### src/rtl/cpu_pkg.sv
// Shared encodings for the multicycle CPU: instruction fields, shift codes,
// controller states and ALU operations.
package cpu_pkg;

    localparam logic [2:0] OPC_MOV = 3'b110;
    localparam logic [2:0] OPC_ALU = 3'b101;

    localparam logic [1:0] OP_MOV_REG = 2'b00;
    localparam logic [1:0] OP_MOV_IMM = 2'b10;
    localparam logic [1:0] OP_ADD     = 2'b00;
    localparam logic [1:0] OP_CMP     = 2'b01;
    localparam logic [1:0] OP_AND     = 2'b10;
    localparam logic [1:0] OP_MVN     = 2'b11;

    localparam logic [1:0] SH_NONE = 2'b00;
    localparam logic [1:0] SH_LSL  = 2'b01;
    localparam logic [1:0] SH_LSR  = 2'b10;
    localparam logic [1:0] SH_ASR  = 2'b11;

    typedef enum logic [2:0] {
        S_WAIT,
        S_DECODE,
        S_GET_A,
        S_GET_B,
        S_ALU,
        S_WRITE_REG,
        S_WRITE_IMM
    } state_t;

    // Values line up with the op field of ALU-class instructions.
    typedef enum logic [1:0] {
        ALU_ADD = 2'b00,
        ALU_SUB = 2'b01,
        ALU_AND = 2'b10,
        ALU_NOT = 2'b11
    } alu_op_t;

    function automatic logic [15:0] shift16(input logic [15:0] x, input logic [1:0] sh);
        logic [15:0] r;
        case (sh)
            SH_LSL:  r = {x[14:0], 1'b0};
            SH_LSR:  r = {1'b0, x[15:1]};
            SH_ASR:  r = {x[15], x[15:1]};
            default: r = x;
        endcase
        return r;
    endfunction

endpackage

### src/rtl/cpu_datapath.sv
// Register file, A/B/C operand registers, Rm shifter, ALU and NVZ status.
// All state updates are gated by the strobes from the controller in cpu_core.
module cpu_datapath
    import cpu_pkg::*;
(
    input  logic        clk,
    input  logic        reset,
    input  logic [2:0]  rn,
    input  logic [2:0]  rd,
    input  logic [2:0]  rm,
    input  logic [1:0]  sh,
    input  logic [15:0] sximm8,
    input  logic        load_a,
    input  logic        load_b,
    input  logic        load_c,
    input  logic        load_s,
    input  logic        asel,
    input  alu_op_t     alu_op,
    input  logic        write_reg,
    input  logic        write_imm,
    output logic [15:0] c,
    output logic        n,
    output logic        v,
    output logic        z
);

    logic [15:0] regs [8];
    logic [15:0] a;
    logic [15:0] b;
    logic [15:0] ain;
    logic [15:0] bin;
    logic [15:0] diff;
    logic [15:0] result;
    logic        ovf;

    always_ff @(posedge clk or negedge reset) begin
        if (!reset) begin
            for (int i = 0; i < 8; i++) regs[i] <= '0;
        end else if (write_imm) begin
            regs[rn] <= sximm8;
        end else if (write_reg) begin
            regs[rd] <= c;
        end
    end

    always_ff @(posedge clk or negedge reset) begin
        if (!reset) begin
            a <= '0;
            b <= '0;
        end else begin
            if (load_a) a <= regs[rn];
            if (load_b) b <= regs[rm];
        end
    end

    // asel substitutes zero for A so MOV reg can reuse the adder path.
    always_comb begin
        bin    = shift16(b, sh);
        ain    = asel ? '0 : a;
        diff   = ain - bin;
        result = ain + bin;
        case (alu_op)
            ALU_ADD: result = ain + bin;
            ALU_SUB: result = diff;
            ALU_AND: result = ain & bin;
            ALU_NOT: result = ~bin;
        endcase
        ovf = (ain[15] ^ bin[15]) & (diff[15] ^ ain[15]);
    end

    always_ff @(posedge clk or negedge reset) begin
        if (!reset) begin
            c <= '0;
            n <= 1'b0;
            v <= 1'b0;
            z <= 1'b0;
        end else begin
            if (load_c) c <= result;
            if (load_s) begin
                n <= diff[15];
                v <= ovf;
                z <= (diff == 16'h0000);
            end
        end
    end

endmodule

### src/rtl/cpu_core.sv
// Multicycle 16-bit CPU top: instruction register, decoder and controller FSM
// driving cpu_datapath; w is high only while the controller idles in WAIT.
module cpu_core
    import cpu_pkg::*;
(
    input  logic        clk,
    input  logic        reset,
    input  logic        s,
    input  logic        load,
    input  logic [15:0] in,
    output logic [15:0] out,
    output logic        N,
    output logic        V,
    output logic        Z,
    output logic        w
);

    logic [15:0] ir;
    state_t      state;
    state_t      next_state;

    logic [2:0]  opcode;
    logic [1:0]  op;
    logic [15:0] sximm8;
    logic        is_mov_imm;
    logic        is_mov_reg;
    logic        is_alu;
    logic        is_cmp;

    logic        load_a;
    logic        load_b;
    logic        load_c;
    logic        load_s;
    logic        write_reg;
    logic        write_imm;
    logic        asel;
    alu_op_t     alu_op;

    always_ff @(posedge clk or negedge reset) begin
        if (!reset) ir <= '0;
        else if (load) ir <= in;
    end

    always_ff @(posedge clk or negedge reset) begin
        if (!reset) state <= S_WAIT;
        else state <= next_state;
    end

    assign opcode     = ir[15:13];
    assign op         = ir[12:11];
    assign sximm8     = {{8{ir[7]}}, ir[7:0]};
    assign is_mov_imm = (opcode == OPC_MOV) && (op == OP_MOV_IMM);
    assign is_mov_reg = (opcode == OPC_MOV) && (op == OP_MOV_REG);
    assign is_alu     = (opcode == OPC_ALU);
    assign is_cmp     = is_alu && (op == OP_CMP);

    always_comb begin
        next_state = state;
        load_a     = 1'b0;
        load_b     = 1'b0;
        load_c     = 1'b0;
        load_s     = 1'b0;
        write_reg  = 1'b0;
        write_imm  = 1'b0;
        asel       = is_mov_reg;
        alu_op     = is_alu ? alu_op_t'(op) : ALU_ADD;
        case (state)
            S_WAIT: if (s) next_state = S_DECODE;
            S_DECODE: begin
                if (is_mov_imm)                            next_state = S_WRITE_IMM;
                else if (is_mov_reg || (is_alu && op == OP_MVN)) next_state = S_GET_B;
                else if (is_alu)                           next_state = S_GET_A;
                else                                       next_state = S_WAIT;
            end
            S_GET_A: begin
                load_a     = 1'b1;
                next_state = S_GET_B;
            end
            S_GET_B: begin
                load_b     = 1'b1;
                next_state = S_ALU;
            end
            S_ALU: begin
                load_c     = !is_cmp;
                load_s     = is_cmp;
                next_state = is_cmp ? S_WAIT : S_WRITE_REG;
            end
            S_WRITE_REG: begin
                write_reg  = 1'b1;
                next_state = S_WAIT;
            end
            S_WRITE_IMM: begin
                write_imm  = 1'b1;
                next_state = S_WAIT;
            end
            default: next_state = S_WAIT;
        endcase
    end

    assign w = (state == S_WAIT);

    cpu_datapath u_datapath (
        .clk       (clk),
        .reset     (reset),
        .rn        (ir[10:8]),
        .rd        (ir[7:5]),
        .rm        (ir[2:0]),
        .sh        (ir[4:3]),
        .sximm8    (sximm8),
        .load_a    (load_a),
        .load_b    (load_b),
        .load_c    (load_c),
        .load_s    (load_s),
        .asel      (asel),
        .alu_op    (alu_op),
        .write_reg (write_reg),
        .write_imm (write_imm),
        .c         (out),
        .n         (N),
        .v         (V),
        .z         (Z)
    );

endmodule

### config.mk
export PLATFORM = sky130hd
export DESIGN_NAME = cpu_core
export DESIGN_NICKNAME = d
export VERILOG_FILES = /design/src/rtl/cpu_pkg.sv /design/src/rtl/cpu_datapath.sv /design/src/rtl/cpu_core.sv
export SDC_FILE = /design/constraint.sdc
export NUM_CORES = 1
export LEC_CHECK = 0
export ABC_AREA = 1
export BUFFER_PORTS_ARGS = -buffer_cell sky130_fd_sc_hd__buf_2
export CORE_MARGIN = 1.5
export CORE_UTILIZATION = 40
export CTS_CLUSTER_DIAMETER = 80
export DETAILED_ROUTE_END_ITERATION = 16
export HOLD_SLACK_MARGIN = 0.12
export PLACE_DENSITY = 0.59
export SLEW_MARGIN = 20
export SYNTH_ARGS = -nofsm -noshare
export SYNTH_HDL_FRONTEND = slang
export SYNTH_SLANG_ARGS = --single-unit
### constraint.sdc
create_clock -name clk -period 3.27 [get_ports clk]
set_clock_uncertainty 0.1 [all_clocks]
set_input_delay 0.4905 -clock clk [delete_from_list [all_inputs] [get_ports clk]]
set_output_delay 0.4905 -clock clk [all_outputs]
set_load 0.01 [all_outputs]
* After elaboration in Yosys (flattened, before gate mapping) *
Cells that the tools add are included.

word-level totals
  logic and storage cells = 92
  bits of input ports = 20
  output and inout port bits = 20
  flip-flop bits (word level) = 198

operators by class
  order comparisons = 5
  muxes and demuxes = 30
  add/subtract/negate cells = 2
  equality and inequality tests = 18
  reduce and logical (&&, ||, !) cells = 13
  bitwise gates (word level) = 8

operators by type and width
  kind                                                                    number
  128-bit bitwise mux                                                     2
  128-bit two-way mux                                                     2
  16-bit two-way mux                                                      7
  16-bit binary-select mux with 3-bit select                              2
  16-bit demux with 3-bit select                                          2
  16-bit one-hot mux with 4 select lines                                  1
  16-bit one-hot mux with 3 select lines                                  1
  16-bit adder                                                            1
  16-bit AND                                                              1
  16-bit zero test                                                        1
  16-bit inverter                                                         1
  16-bit subtractor                                                       1
  3-bit equality test (second input constant)                             5
  3-bit one-hot mux with 5 select lines                                   1
  2-bit equality test (second input constant)                             6
  4-bit >= comparator (second input constant)                             3
  3-bit inverter with 4-bit output                                        3
  3-bit two-way mux                                                       3
  4-bit by 1-bit < comparator with 1-bit output (second input constant)   2
  2-bit by 1-bit equality test with 1-bit output (second input constant)  3
  3-bit by 2-bit equality test with 1-bit output (second input constant)  2
  1-bit logical AND                                                       6
  1-bit two-way mux                                                       6
  2-bit two-way mux                                                       3
  9 further kinds                                                         11

* Longest topological paths before layout *
Gate-level depths: netlist of the first run.

  depth after elaboration = 8
  gate-level depth with buffers = 22
  gate-level depth less buffers = 22

* Hierarchy *
From an unflattened synthesis of the first run, not the netlist that was laid out.

unflattened totals
  cell total of the unflattened synthesis = 1792
  area, all modules = 13341.5 µm²

by module, submodules not included
  module        area each (µm²)  cells each  instances  sequential area each (µm²)
  cpu_datapath  12434.4          1711        1          4479.3
  cpu_core      907.1            81          1          475.5

* Least setup slack after synthesis of the first run *
OpenSTA, ideal clock, no wires.

  path type = flip-flop to flip-flop
  from = reg ir[13]
  to = reg u_datapath.c[8]
  buffers on the path = 2
  arrival = 2.673 ns
  setup slack = 0.365 ns
  stages on the path, launching flop included = 18
  required time = 3.038 ns
  library setup time = 0.132 ns
  clock period less this slack = 2.905 ns
  cell sequence = dfrtp_1 nor3_1 nand2_1 nor2_1 clkbuf_1 nor2_1 ha_1 clkbuf_1 nand3_1 nand2_1 nand2_1 nand2_1 inv_1 o21ai_0 or2_2 nand3_1 nand2_1 o21ai_0

on the way
  cells in the longest elaborated chain, start to end = 5
  elaborated cells on any way between the ends = 16
  classes of those cells = add/sub (2); eq/ne (5); mux (4); bitwise (1); reduce/logical (4)

RTL lines
  what                                             line                RTL
  from (decl)                                      cpu_core.sv:18      logic [15:0] ir;
  from (signal assigned)                           cpu_core.sv:41      else if (load) ir <= in;
  3-bit equality test                              cpu_core.sv:53      assign is_mov_reg = (opcode == OPC_MOV) && (op == OP_MOV_REG);
  1-bit logical AND                                cpu_core.sv:53
  16-bit two-way mux                               cpu_datapath.sv:59  ain = asel ? '0 : a;
  16-bit subtractor, or another cell as far along  cpu_datapath.sv:60  diff = ain - bin;
  16-bit one-hot mux with 4 select lines           cpu_datapath.sv:62  case (alu_op)
  to (signal assigned)                             cpu_datapath.sv:78  if (load_c) c <= result;
  to (decl)                                        cpu_datapath.sv:21  output logic [15:0] c,

Several ways; a longest one is shown, not always the timed one.
A chain may end at the register's enable or synchronous reset.

* Worst setup path after layout of the first run *
  from = reg ir[13]
  to = reg u_datapath.z

on the way
  cells in the longest elaborated chain, start to end = 5
  elaborated cells on any way between the ends = 8
  classes of those cells = add/sub (1); eq/ne (2); mux (2); reduce/logical (3)

RTL lines
  what                  line                RTL
  3-bit equality test   cpu_core.sv:53
  1-bit logical AND     cpu_core.sv:53
  16-bit two-way mux    cpu_datapath.sv:59
  16-bit subtractor     cpu_datapath.sv:60
  16-bit zero test      cpu_datapath.sv:82  z <= (diff == 16'h0000);
  to (signal assigned)  cpu_datapath.sv:82
  to (decl)             cpu_datapath.sv:24  output logic z

Several ways; a longest one is shown, not always the timed one.

==> impl_metrics.env, run 1 <==
export IMPL_synth_async_sr_flop_share=1.00
export IMPL_fin_crit_sh=0.931
export IMPL_final_net_count=1855
export IMPL_max_clock_freq_mhz=329
export IMPL_crit_chain="nor3_2 > nand2_1 > nor2_1 > buf_6 > buf_4 > nor2_1 > ha_1 > nor2_1 > nand3_1 > nand3_1 > nand2_1 > nand3_1 > nand3_1 > nor2_1 > nand3_1 > o21bai_1"
export IMPL_cts_inserted_buffers=17
export IMPL_rsz0062_at_grt="yes"
export IMPL_grt_busiest_layer="met2"
export IMPL_global_route_usage_total=0.289
export IMPL_placeableCoreArea_um2=31600
export IMPL_detail_routed_net_length_per_standard_cell_um=21.2
export IMPL_synthesis_instances=1778
export IMPL_critPathRequiredTime_ns=3.56
export IMPL_synthesis_area_um2=12900
export IMPL_tritoncts_clock_tree="built"
export IMPL_cts_sinks=198
export IMPL_postSynthRegisterBits=198
export IMPL_critPathMaxStageDelay_ns=0.41
export IMPL_slew_at_the_pin_closest_to_its_max_slew_limit_ns=0.778
export IMPL_post_synth_cell_area_avg_um2=7.23
export IMPL_via_per_inst=5.92
export IMPL_reg2reg_from="ir[13]$_DFFE_PN0P_"
export IMPL_irDropWorstVdd_uv=402
export IMPL_ctsHtreeMaxLevel=4
export IMPL_floorplan_initialDensity=0.407
export IMPL_regToRegSetupSlack_ns=0.23
export IMPL_nFillCells=3218
export IMPL_placed_area_um2=13600
export IMPL_report_final_hold_viol_count=0
export IMPL_worstSetupStartpoint="ir[13]$_DFFE_PN0P_"
export IMPL_clock_root_buffer="clkbuf_16"
export IMPL_cts_path_max_buffers=2
export IMPL_antenna_left=0
export IMPL_grt_overflow=0
export IMPL_place_port_buffers=39
export IMPL_critical_path_reg2reg_endpoint="u_datapath.z$_DFFE_PN0P_"
export IMPL_postRouteWirelength_um=47000
export IMPL_finalPower_w=0.0112
export IMPL_met1_usage=0.412
export IMPL_grt_start_max_net_pins=76
export IMPL_num_antenna_cells=0
export IMPL_period_needed_ns=3.04
export IMPL_drv_slew=0
export IMPL_worst_path_setup_slack_after_routing_ns=0.226
export IMPL_fin_worst_hold_slack_ns=0.125
export IMPL_setup_worst_path_class="reg2reg"
export IMPL_p_per_area_nw_per_um2=778
export IMPL_clkLatencyLatePin_ns=0.48
export IMPL_drive_above_1_share=0.111
export IMPL_rows=65
export IMPL_status="finished, final reports clean"
export IMPL_sequential_area_share_after_synthesis=0.385
export IMPL_most_common_layout_cells="nand2_1, o21ai_0, inv_1"
export IMPL_total_leakage_power_nw=6.43
export IMPL_dominantRegCellSynth="dfrtp_1"
export IMPL_number_of_flops_mapped_to_enable_cells_by_yosys=0
export IMPL_route_detailed_drc=0
export IMPL_classification_of_the_worst_slack_hold_path="in2reg"
export IMPL_final_cell_area_um2=14400
export IMPL_post_synth_num_cell_types=48
export IMPL_drt_pass1_iterations=7
export IMPL_yosys_warnings=0
export IMPL_cts_clk_slew_worst_paths_ns=0.07
export IMPL_timing_slew_headroom=0.479
export IMPL_critical_path_peak_fanout=10
export IMPL_cpMaxStageDelayCell="dfrtp_1"
export IMPL_io_pins=40
export IMPL_grt_met3_usage=0.0351
export IMPL_die_area_um2=33200
export IMPL_final_common_cell="nand2_1"
export IMPL_first_iter_violations=1400
export IMPL_detailedPlacementHpwl_um=34200
export IMPL_wire_length_of_the_first_global_routing_pass_um=73200
export IMPL_r2r_worst_path_cells=16
export IMPL_die_height_um=182
export IMPL_antenna_found_initial=0
export IMPL_final_setup_viol_count=0
export IMPL_dr_total_vias=13100
export IMPL_cp_endpoint="u_datapath.z$_DFFE_PN0P_"
export IMPL_globalRouteMet2Util=0.446
export IMPL_start_kind="flop"
export IMPL_via_count_of_the_first_global_routing_pass=12600
export IMPL_syn_num_nets=1832
export IMPL_timing_critical_path_mode_cell="nand3_1"
export IMPL_maxCapViolCount=0
export IMPL_routabilityCongestion=0.980
export IMPL_dpl_worst_slack_ns=0.0611
export IMPL_areaGrowthSynthToFinish_pct=12.0
export IMPL_die_w_um=182
export IMPL_seqCellArea_um2=4960
export IMPL_cp_arrival_ns=3.34
export IMPL_multi_input_comb_area_um2=6650
export IMPL_endpoint_kind="flop"
## synth_stat cells (6+ instances only)
| master | n | area share |
|---|---|---|
| nand2_1 | 324 | 0.095 |
| a32oi_1 | 6 | 0.0041 |
| mux2_2 | 13 | 0.011 |
| a21oi_1 | 124 | 0.048 |
| a41oi_1 | 6 | 0.0041 |
| o211ai_1 | 15 | 0.0088 |
| ha_1 | 32 | 0.031 |
| nor2_1 | 105 | 0.031 |
| nor3_1 | 8 | 0.0031 |
| o22ai_1 | 94 | 0.046 |
| o21a_1 | 14 | 0.0082 |
| dfrtp_1 | 198 | 0.39 |
| clkbuf_1 | 67 | 0.020 |
| o21ai_0 | 280 | 0.11 |
| buf_2 | 21 | 0.0082 |
| a221oi_1 | 12 | 0.0082 |
| inv_1 | 242 | 0.071 |
| o221ai_1 | 14 | 0.0095 |
| a211oi_4 | 6 | 0.0093 |
| a22oi_1 | 8 | 0.0047 |
| nand3_1 | 112 | 0.044 |
| buf_1 | 8 | 0.0023 |
| a31oi_1 | 9 | 0.0044 |
| nand4_1 | 10 | 0.0049 |
| nand2_2 | 7 | 0.0034 |
## worst max-delay path, delay by kind of cell, from the launching register on
family / cells / cell delay, ns
compound gates: 1 / 0.13
fa+ha+maj: 1 / 0.41
flops: 1 / 0.41
simple gates: 12 / 1.57
buf+inv: 2 / 0.33
## metrics by stage
stage / setup TNS (ns) / util / instances
after floorplan: 0 / - / 1778
after global placement: 0 / 0.432 / 2176
after detailed placement: 0 / 0.432 / 2178
after CTS: 0 / 0.452 / 2211
after global routing: -0.0677 / 0.456 / 2216
final: 0 / 0.456 / 2216
## how the worst min path moves through the flow
| stage | startpoint | to | slack, ns | depth (start not counted) |
|---|---|---|---|---|
| 6_report | in[2] | ir[2]$_DFFE_PN0P_ | 0.12 | 3 |
| 5_1_grt | in[10] | ir[10]$_DFFE_PN0P_ | 0.13 | 3 |
| 4_1_cts | in[9] | ir[9]$_DFFE_PN0P_ | 0.12 | 3 |
| 3_5_place_dp | u_datapath.regs[13]$_DFFE_PN0P_ | u_datapath.regs[13]$_DFFE_PN0P_ | 0.40 | 1 |
| 3_3_place_gp | u_datapath.regs[74]$_DFFE_PN0P_ | u_datapath.regs[74]$_DFFE_PN0P_ | 0.39 | 1 |
| 2_1_floorplan | reset | ir[0]$_DFFE_PN0P_ | 0.09 | 0 |
## kinds of logic (layout without fill, tap and decap cells)
logic type	after synthesis	count (layout)	synth area share
simple gates	574	574	0.186
buf+inv	351	387	0.107
xor+xnor	5	5	0.00341
mux	13	13	0.0114
fa+ha+maj	34	34	0.0343
flops	198	198	0.385
compound gates	603	603	0.273
## registers in the layout (all words and copies together) (netlist names)
register / cells
u_datapath.n: 1
u_datapath.z: 1
u_datapath.c: 16
u_datapath.v: 1
u_datapath.regs: 128
u_datapath.b: 16
ir: 16
u_datapath.a: 16
state: 3
## layout make-up
type | instances | share of cell area
Sequential cell | 198 | 0.344
Timing Repair Buffer | 105 | 0.0521
Inverter | 250 | 0.0656
Clock buffer | 19 | 0.0315
Clock inverter | 13 | 0.00999
Tap cell | 402 | 0.0349
Multi-Input combinational cell | 1229 | 0.462
## power breakdown
| part | switching, W | internal (W) | total (W) | leakage [nW] |
|---|---|---|---|---|
| sequential | 0.000488 | 0.00298 | 0.00346 | 2.63 |
| combinational | 0.00366 | 0.00183 | 0.00549 | 3.50 |
| clock | 0.00107 | 0.00118 | 0.00225 | 0.294 |
| total | 0.00522 | 0.00598 | 0.0112 | 6.43 |
## routing by layer
metal | wire [um] | up-vias
li1 | - | 6072
met1 | 21700 | 6415
met2 | 20900 | 553
met3 | 3010 | 86
met4 | 1470 | 0
met5 | 0 | -
## what timing repair did
action | in CTS | in global routing
hold buffers | 1 | 0
endpoints found under the hold margin | 71 | 0
resized for setup | 0 | 32
buffers inserted | 0 | 5
endpoints found under the setup margin | 0 | 13
Power figures use the tool's default switching activity.
==> inputs of run 2 (changes only) <==
Settings changed: CORE_UTILIZATION 40 to 60, PLACE_DENSITY 0.59 to 0.81.
==> impl_metrics.env, run 2 (synthesis gave the netlist of run 1 again) <==
export IMPL_status="finished, final reports clean"
export IMPL_r2r_worst_path_cells=15
export IMPL_antenna_left=0
export IMPL_p_per_area_nw_per_um2=771
export IMPL_start_kind="flop"
export IMPL_period_needed_ns=3.11
export IMPL_cts_sinks=198
export IMPL_cts_path_max_buffers=2
export IMPL_floorplan_initialDensity=0.612
export IMPL_timing_slew_headroom=0.457
export IMPL_intPower_w=0.00576
export IMPL_fin_crit_sh=0.950
export IMPL_via_count_of_the_first_global_routing_pass=12300
export IMPL_grt_overflow=0
export IMPL_report_final_hold_viol_count=0
export IMPL_reg2reg_from="ir[4]$_DFFE_PN0P_"
export IMPL_worst_hold_path_endpoint="ir[9]$_DFFE_PN0P_"
export IMPL_wire_length_of_the_first_global_routing_pass_um=68100
export IMPL_slew_at_the_pin_closest_to_its_max_slew_limit_ns=0.814
export IMPL_io_pins=40
export IMPL_die_w_um=149
export IMPL_postRouteWirelength_um=43400
export IMPL_place_port_buffers=39
export IMPL_endpoint_kind="flop"
export IMPL_routabilityCongestion=0.994
export IMPL_most_common_layout_cells="nand2_1, o21ai_0, inv_1"
export IMPL_seq_power_share=0.318
export IMPL_route_detailed_drc=0
export IMPL_min_delay_startpoint="in[9]"
export IMPL_maxCapViolCount=0
export IMPL_regToRegSetupSlack_ns=0.16
export IMPL_cts_clk_slew_worst_paths_ns=0.07
export IMPL_power_frac_comb=0.494
export IMPL_via_per_inst=6.44
export IMPL_detailedPlacementHpwl_um=31100
export IMPL_final_common_cell="nand2_1"
export IMPL_num_antenna_cells=0
export IMPL_die_area_um2=22300
export IMPL_total_leakage_power_nw=6.36
export IMPL_setup_worst_path_class="reg2reg"
export IMPL_areaGrowthSynthToFinish_pct=9.97
export IMPL_cts_inserted_buffers=17
export IMPL_clkLatencyLatePin_ns=0.45
export IMPL_tns_ns=0
export IMPL_tritoncts_clock_tree="built"
export IMPL_first_iter_violations=1764
export IMPL_ctsHtreeMaxLevel=4
export IMPL_final_setup_viol_count=0
export IMPL_die_height_um=149
export IMPL_rows=53
export IMPL_largest_register="u_datapath.regs"
export IMPL_worstHoldPathCells=3
export IMPL_drive_above_1_share=0.108
export IMPL_drv_slew=0
export IMPL_finalPower_w=0.0109
export IMPL_grt_start_max_net_pins=76
export IMPL_total_switching_power_w=0.00514
export IMPL_final_net_count=1846
export IMPL_antenna_found_initial=1
export IMPL_drt_pass1_iterations=7
export IMPL_global_route_usage_total=0.398
export IMPL_placeableCoreArea_um2=21000
export IMPL_detail_routed_net_length_per_standard_cell_um=20.8
export IMPL_critPathRequiredTime_ns=3.51
export IMPL_irDropWorstVdd_uv=593
export IMPL_clock_root_buffer="clkbuf_16"
export IMPL_max_clock_freq_mhz=322
export IMPL_critical_path_reg2reg_endpoint="u_datapath.c[14]$_DFFE_PN0P_"
export IMPL_cp_arrival_ns=3.35
export IMPL_share_of_total_power_consumed_by_net_switching=0.472
export IMPL_critical_path_peak_fanout=10
export IMPL_largest_register_ffs=128
export IMPL_dr_total_vias=13400
export IMPL_classification_of_the_worst_slack_hold_path="in2reg"
export IMPL_power_clock_fraction=0.189
run 2: layout make-up:
type                            count  area [um2]
Clock buffer                       19         443
Clock inverter                     13         116
Fill cell                        1873        6880
Inverter                          250         948
Multi-Input combinational cell   1229        6650
Sequential cell                   198        4960
Tap cell                          275         344
Timing Repair Buffer               95         677
Timing Repair inverter              1        7.51
run 2: how the worst max path moves through the flow:
stage / startpoint / end / slack (ns) / depth (start not counted)
floorplan: ir[13]$_DFFE_PN0P_ / u_datapath.c[8]$_DFFE_PN0P_ / 0.37 / 17
global placement: ir[4]$_DFFE_PN0P_ / u_datapath.c[14]$_DFFE_PN0P_ / 0.04 / 15
detailed placement: ir[4]$_DFFE_PN0P_ / u_datapath.c[14]$_DFFE_PN0P_ / 0.08 / 15
CTS: ir[4]$_DFFE_PN0P_ / u_datapath.c[14]$_DFFE_PN0P_ / 0.08 / 15
global route: ir[4]$_DFFE_PN0P_ / u_datapath.z$_DFFE_PN0P_ / -0.009 / 18
finish: ir[4]$_DFFE_PN0P_ / u_datapath.c[14]$_DFFE_PN0P_ / 0.16 / 15
run 2: stage by stage:
step | std cells | area, um2 | hold slack, ns | util | worst slack (ns)
floorplan | 1778 | 12900 | 0.0949 | - | 0.365
global placement | 2045 | 13400 | 0.391 | 0.640 | 0.0355
detailed placement | 2045 | 13400 | 0.398 | 0.640 | 0.0809
CTS | 2078 | 14000 | 0.141 | 0.667 | 0.0815
global route | 2080 | 14100 | 0.148 | 0.673 | -0.00928
finish | 2080 | 14100 | 0.147 | 0.673 | 0.162
run 2: timing repair:
item	CTS	global route
endpoints found under the setup margin	0	13
hold buffers	1	0
setup buffers	0	1
resized for setup	0	33
endpoints found under the hold margin	72	0
run 2: power by group through the flow:
stage                     combinational (W)  clock, W  sequential (W)
after detailed placement            0.00509         0         0.00346
after global routing                0.00595   0.00217         0.00350
after global placement              0.00500         0         0.00345
final                               0.00538   0.00206         0.00346
after floorplan                     0.00363         0         0.00332
after CTS                           0.00511   0.00207         0.00342
run 2: worst max-delay path: stages, from the launching register on:
cell	delay [ns]
dfrtp_1	0.40
clkinvlp_4	0.18
nand2_2	0.18
buf_4	0.21
o221ai_1	0.30
inv_1	0.09
ha_2	0.44
inv_1	0.13
nor3_2	0.32
nand3_1	0.23
nand2_1	0.12
nand2_1	0.05
nand3_1	0.07
nand3_1	0.08
nand2_1	0.06
nand2_1	0.05
run 2: per-layer routing:
metal | vias to the layer above | GRT usage | part of all wire
met2 | 978 | 0.593 | 0.44
met1 | 6199 | 0.560 | 0.39
li1 | 6058 | - | -
met4 | 0 | 0.171 | 0.045
met3 | 155 | 0.0813 | 0.12
met5 | - | 0 | 0
